`src/rtl/tx_fifo_pkg.sv`:
```
// tx_fifo_pkg: shared FSM encoding and width helper for the FIFO read arbiter
package tx_fifo_pkg;
    typedef enum logic {IDLE, BURST} state_t;
    function automatic int clog2(input int v);
        int r;
        for (r = 0; (1 << r) < v; r++) begin
        end
        return (r < 1) ? 1 : r;
    endfunction
endpackage

```
`src/rtl/rr_pick.sv`:
```
// rr_pick: first requesting index at or after start, wrapping at N
module rr_pick #(
    parameter int N = 4,
    parameter int W = 2
) (
    input  logic [N-1:0] req,
    input  logic [W-1:0] start,
    output logic [W-1:0] idx,
    output logic         any
);
    logic [W-1:0] j;
    always_comb begin
        idx = '0;
        j = '0;
        for (int k = N - 1; k >= 0; k--) begin
            j = W'((int'(start) + k) % N);
            if (req[j]) idx = j;
        end
        any = |req;
    end
endmodule

```
`src/rtl/fifo_rd_arbiter.sv`:
```
// fifo_rd_arbiter: round-robin burst reader draining NUM_SRC show-ahead FIFOs into one registered stream
module fifo_rd_arbiter
    import tx_fifo_pkg::*;
#(
    parameter int NUM_SRC    = 4,
    parameter int DATA_WIDTH = 32,
    parameter int MAX_BURST  = 4,
    localparam int SW = clog2(NUM_SRC),
    localparam int CW = clog2(MAX_BURST + 1)
) (
    input  logic                          r_clk,
    input  logic                          rrst,
    input  logic                          enable,
    input  logic [NUM_SRC-1:0]            rempty,
    input  logic [NUM_SRC*DATA_WIDTH-1:0] rdata,
    output logic [NUM_SRC-1:0]            rinc,
    output logic [DATA_WIDTH-1:0]         out_data,
    output logic [SW-1:0]                 out_src,
    output logic                          out_valid,
    input  logic                          out_ready,
    output logic                          busy
);
    state_t state, state_nx;
    logic [SW-1:0] grant, last_grant, pick, start;
    logic [CW-1:0] burst_cnt;
    logic any, pop, leave;

    assign start = (last_grant == SW'(NUM_SRC - 1)) ? '0 : last_grant + 1'b1;

    rr_pick #(.N(NUM_SRC), .W(SW)) u_pick (
        .req   (~rempty),
        .start (start),
        .idx   (pick),
        .any   (any)
    );

    // a pop is suppressed while reset is asserted so no FIFO word is lost to the flush
    always_comb begin
        pop = !rrst && state == BURST && enable && !rempty[grant] && (!out_valid || out_ready);
        leave = state == BURST && (!enable || rempty[grant] || (pop && burst_cnt == CW'(MAX_BURST - 1)));
        state_nx = (state == IDLE) ? ((enable && any) ? BURST : IDLE) : (leave ? IDLE : BURST);
        rinc = '0;
        rinc[grant] = pop;
        busy = state == BURST;
    end

    always_ff @(posedge r_clk) begin
        if (rrst) begin
            state      <= IDLE;
            grant      <= '0;
            last_grant <= SW'(NUM_SRC - 1);
            burst_cnt  <= '0;
            out_valid  <= 1'b0;
            out_data   <= '0;
            out_src    <= '0;
        end else begin
            state <= state_nx;
            if (state == IDLE && enable && any) begin
                grant     <= pick;
                burst_cnt <= '0;
            end
            if (pop) burst_cnt <= burst_cnt + 1'b1;
            if (leave) last_grant <= grant;
            if (pop) begin
                out_data  <= rdata[int'(grant)*DATA_WIDTH +: DATA_WIDTH];
                out_src   <= grant;
                out_valid <= 1'b1;
            end else if (out_ready) begin
                out_valid <= 1'b0;
            end
        end
    end
endmodule

```
`config.mk`:
```
export PLATFORM = sky130hd
export DESIGN_NAME = fifo_rd_arbiter
export DESIGN_NICKNAME = d
export VERILOG_FILES = /design/src/rtl/tx_fifo_pkg.sv /design/src/rtl/rr_pick.sv /design/src/rtl/fifo_rd_arbiter.sv
export SDC_FILE = /design/constraint.sdc
export NUM_CORES = 1
export LEC_CHECK = 0
export BUFFER_PORTS_ARGS = -buffer_cell sky130_fd_sc_hd__buf_4
export CORE_AREA = 3 3 92 72
export CTS_BUF_LIST = sky130_fd_sc_hd__clkbuf_4 sky130_fd_sc_hd__clkbuf_8
export CTS_CLUSTER_DIAMETER = 80
export DETAILED_ROUTE_END_ITERATION = 10
export DIE_AREA = 0 0 95 75
export GPL_TIMING_DRIVEN = 1
export PLACE_DENSITY_LB_ADDON = 0.08
export SLEW_MARGIN = 20
export SYNTH_ARGS = -nofsm -noshare
export SYNTH_HDL_FRONTEND = slang
export SYNTH_SLANG_ARGS = --single-unit
```
`constraint.sdc`:
```
create_clock -name r_clk -period 3.5 [get_ports r_clk]
set_input_delay 0.35 -clock r_clk [delete_from_list [all_inputs] [get_ports r_clk]]
set_output_delay 0.35 -clock r_clk [all_outputs]
set_load 0.02 [all_outputs]
```
Yosys cells after proc, flatten, opt, wreduce, memory -nomap -nowiden

Cells that the tools add are included.
W data, S select, Z words.

Bits in registers: 43
Input port bits: 136
Output and inout bits: 40
Word-level logic and storage cells: 68

$add $sub $neg: 5
Order comparisons: 6
Equality and inequality tests: 2
Shift-type cells: 1
Mux-type cells: 24
Bitwise logic cells: 3
Reductions and logical operators: 20

Operators with widths:

| operator              | number |
|---|---|
| $shiftx A128 B8 Y32   | 1 |
| $lt A2 B3 Y1 const B  | 5 |
| $mux W1               | 11 |
| $bmux W1 S2           | 5 |
| $logic_and A1 B1 Y1   | 10 |
| $mux W2               | 5 |
| $mux W3               | 2 |
| $add A2 B1 Y2 const B | 2 |
| $add A2 B2 Y2 const B | 2 |
| $and A4 B4 Y4         | 1 |
| $logic_not A1 Y1      | 4 |
| $not A4 Y4            | 1 |
| $reduce_bool A2 Y1    | 2 |
| $reduce_or A4 Y1      | 1 |
| $add A3 B1 Y3 const B | 1 |
| $eq A3 B2 Y1 const B  | 1 |
| $logic_or A1 B1 Y1    | 3 |
| $demux W1 S2          | 1 |
| $eq A2 B2 Y1 const B  | 1 |
| $ge A2 B1 Y1 const B  | 1 |
| $not A1 Y1            | 1 |

Longest topological paths before layout

Word-level depth: 10
Gate-level depth with buffers: 6
Depth with buffers taken out: 5

Cells and area by module

A second synthesis with hierarchy kept.

Cell total of the unflattened synthesis: 266
Area, all modules: 2,677.6 sq um

By module, submodules not included:

| module          | instances | cells each | area each (sq um) | sequential area each (sq um) |
|---|---|---|---|---|
| fifo_rd_arbiter | 1         | 253        | 2,600.0           | 860.8 |
| rr_pick         | 1         | 13         | 77.6              | 0.0 |

Worst setup path after synthesis

OpenSTA, ideal clock, no wires.

Path kind: flip-flop to output port
Start: reg grant[1]
End: out rinc[0]
Arrival: 1.591 ns
Required time: 3.150 ns
Path slack: 1.559 ns
Stages on the path, launching flop included: 6
Buffers on the path: 1
Path through: dfxtp_1 mux2_4 o22ai_2 buf_4 nand2_1 nor3_1

Cells in the longest elaborated chain, start to end: 6
Elaborated cells on any way between the ends: 11
Those cells by class: 2 x order compare; 4 x mux; 1 x bitwise; 4 x reduce/logical

Ends and longest elaborated chain:

| what                                                                 | RTL line              | text |
|---|---|---|
| start, declared                                                      | fifo_rd_arbiter.sv:24 | `logic [SW-1:0] grant, last_grant, pick, start;` |
| start signal, assigned                                               | fifo_rd_arbiter.sv:59 | `grant <= pick;` |
| parallel branches: the longest is 5 deep, another holds $lt A2 B3 Y1 | -                     |  |
| $and A4 B4 Y4 (no line) (*)                                          | -                     |  |
| end, declared                                                        | fifo_rd_arbiter.sv:16 | `output logic [NUM_SRC-1:0] rinc,` |

Every way passes the cells marked *. The select of a mux whose other input is x is not followed.

Final worst setup path

Same ends and word-level chain as after synthesis.

==> flow_summary.yaml <==
global_routing:
  grtUsageMet3: 0.0569
  grt.overflow.total: 0
  grt_pass1_wl_um: 12500
  use_met1: 0.274
  first_global_vias: 2658
  gr-max-usage-layer: "met2"
  grtUsageMet2: 0.405
  globalRouteTotalUtil: 0.226
  antenna_found_initial: 0
  grt_start_max_net_pins: 38
worst_setup_path:
  crit_slowest_cell: "dfxtp_2"
  crit_buf_inv: 1
  crit_fanout: 25
  cp-start-kind: "register"
  worstPathCellList: "mux2_2 > o22ai_4 > nand2_1 > nor3_1 > buf_4"
  end_kind: "output pin"
  crit_type: "reg -> out"
  crit_required_ns: 3.15
  crit_path_max_incr_delay_ns: 0.67
  cp_top_family: "flip-flops"
  critical_path_arrival_ns: 2.54
final_layout:
  nNetsFinal: 567
  nFillCells: 427
  regArea_sq_um: 863
  synthToLayoutAreaGrowth_pct: 52.8
  post_route_cells_drive_above_1_share: 0.604
  finish.utilization: 0.717
  multiInputGateArea_sq_mm: 0.00168
  stdcell_count: 507
  antennaDiodeCount: 0
  stdcell_area_sq_mm: 0.00416
timing:
  finalCritPeriodShare: 0.824
  fin_tns_setup_ns: 0
  skew_ns: 0.00516
  setup-violations-final: 0
  worst_pin_slew_ns: 0.828
  fin_crit_ns: 2.89
  max_freq_ghz: 0.347
  max_slew_margin: 0.448
  rsz0062_at_grt: "false"
  finalHoldViolations: 0
  slew_violations: 0
  setup_ws_ns: 0.615
synth:
  synth_top_area_frac: 0.316
  async_flop_share: 0
  yosysSeqAreaShare: 0.316
  ys.flop_type: "dfxtp_1"
  synthTopCellsByCount: "dfxtp_1, nand2_1, nand3_1, mux4_2, o21ai_2"
  postSynthCellCount: 263
  synth-seq-cells: 43
  ys_types: 36
  synth_nets: 402
  yosys_warnings: 0
  syn_area_per_cell_sq_um: 10.3
  yosysMostFrequentCell: "dfxtp_1"
  synth_area_leaders: "dfxtp_1, mux4_2, o21ai_2, nand3_1, nand2_1"
  syn_area_sq_mm: 0.00272
  synth_top_area_cell: "dfxtp_1"
  synth_edf_count: 0
power_and_ir_drop:
  power_leakage_nw: 1.80
  power.internal_mw: 0.969
  switching_power_mw: 0.341
  power.share.sequential: 0.409
  p_per_area_mw_per_mm2: 315
  ir_worst_vdd_mv: 0.193
  power_frac_comb: 0.288
  p_sw_frac: 0.261
  clkPwrFrac: 0.304
min_path:
  hold_class: "in -> reg"
job:
  cap_viol_max_count: 0
clocking:
  cts_root_buf: "clkbuf_8"
  path_clk_slew_ns: 0.08
  cts_setup_buffers: 0
  clock_latency_ns: 0.29
  cts_hold_buf: 0
  cts_max_path_buffers: 2
  cts-buffers-inserted: 5
  cts_tree: "done"
  cts.htree.levels: 2
  cts_sinks: 43
  ctsResizeCount: 0
floorplanning:
  fp.dieH_um: 75
  die_x_um: 95
  core_sq_mm: 0.00580
  start_util: 0.469
  io_pins: 176
  row_count: 24
  die_area_sq_mm: 0.00713
routing:
  routed_via_density: 5.38
  drcViolationCount: 0
  detail_route.wl_per_cell_um: 16.4
  wirelength_um: 8310
  firstDrtPassIters: 4
  drt_iter0_markers: 103
  vias: 2729
  antenna_left: 0
placed_design:
  postPlaceCellArea_sq_mm: 0.00404
  place_hpwl_um: 6470
  gp_congestion: 0.798
  dp_cells: 499
  post-place-ws_ns: 0.835
  io_buffers: 175
outcome:
  status: "finished, final reports clean"
[stage by stage]
stage | hold WS (ns) | power [mW]
floorplan | 0.419 | 0.755
global placement | 0.446 | 0.921
detailed placement | 0.451 | 0.927
CTS | 0.265 | 1.32
global route | 0.269 | 1.38
finish | 0.274 | 1.31
[logic make-up after synthesis]
| kind of cell | after synthesis | share of synthesized area |
|---|---|---|
| compound gates | 53 | 0.153 |
| fa+ha+maj | 3 | 0.0138 |
| buf+inv | 29 | 0.0681 |
| flops | 43 | 0.316 |
| mux | 36 | 0.282 |
| simple gates | 99 | 0.167 |
[registers in the layout (all words and copies together) (netlist names)]
register,flops
out_valid,1
grant,2
burst_cnt,3
out_data,32
out_src,2
busy,1
last_grant,2
[worst register-to-register path, cell delays in order (launching register included)]
cell     delay [ns]
dfxtp_2        0.67
mux2_2         0.45
o22ai_4        0.52
and2_2         0.52
buf_12         0.25
o21ai_0        0.12
[power by group through the flow]
stage / clock network (mW) / registers [mW] / logic [mW]
6_report: 0.398 / 0.535 / 0.377
2_1_floorplan: 0 / 0.548 / 0.207
3_5_place_dp: 0 / 0.548 / 0.379
4_1_cts: 0.408 / 0.536 / 0.381
5_1_grt: 0.432 / 0.541 / 0.406
3_3_place_gp: 0 / 0.547 / 0.374
[path summary, 6_finish.rpt]
check | to | slack [ns] | startpoint | cells past startpoint
setup / recovery | rinc[0] | 0.61 | grant[1] | 5
hold / removal | out_valid | 0.27 | rrst | 2
setup reg to reg | out_data[24] | 0.86 | grant[1] | 5
hold reg to reg | out_data[28] | 0.46 | out_data[28] | 2
[cells in the final DEF (no fill, tap or decap), types with 2 or more instances in the layout]
cell type / instances
clkbuf_8: 6
dfxtp_1: 41
a21oi_1: 3
ha_1: 3
nand4_1: 2
nand2_1: 41
nor2b_1: 3
inv_1: 6
mux2i_1: 2
o22ai_1: 2
nand3_1: 40
dfxtp_2: 2
o21ai_0: 8
nand3b_1: 2
o21ai_2: 30
buf_4: 180
nor2_1: 6
nand2b_1: 2
mux4_2: 32
[metal layers]
layer	wire length (um)	part of all wire	up-vias
met5	0	0	-
met4	87	0.010	0
met3	796	0.096	9
met2	4160	0.50	126
met1	3270	0.39	1265
li1	-	-	1329
[final cells by class]
cell class / instances / share of cell area
clock inverter: 2 / 0.00843
timing repair buffer: 181 / 0.330
tap: 78 / 0.0235
clock buffer: 6 / 0.0199
multi-input combinational: 191 / 0.405
sequential: 43 / 0.208
inverter: 6 / 0.00542
(Power assumes the default switching activity.)
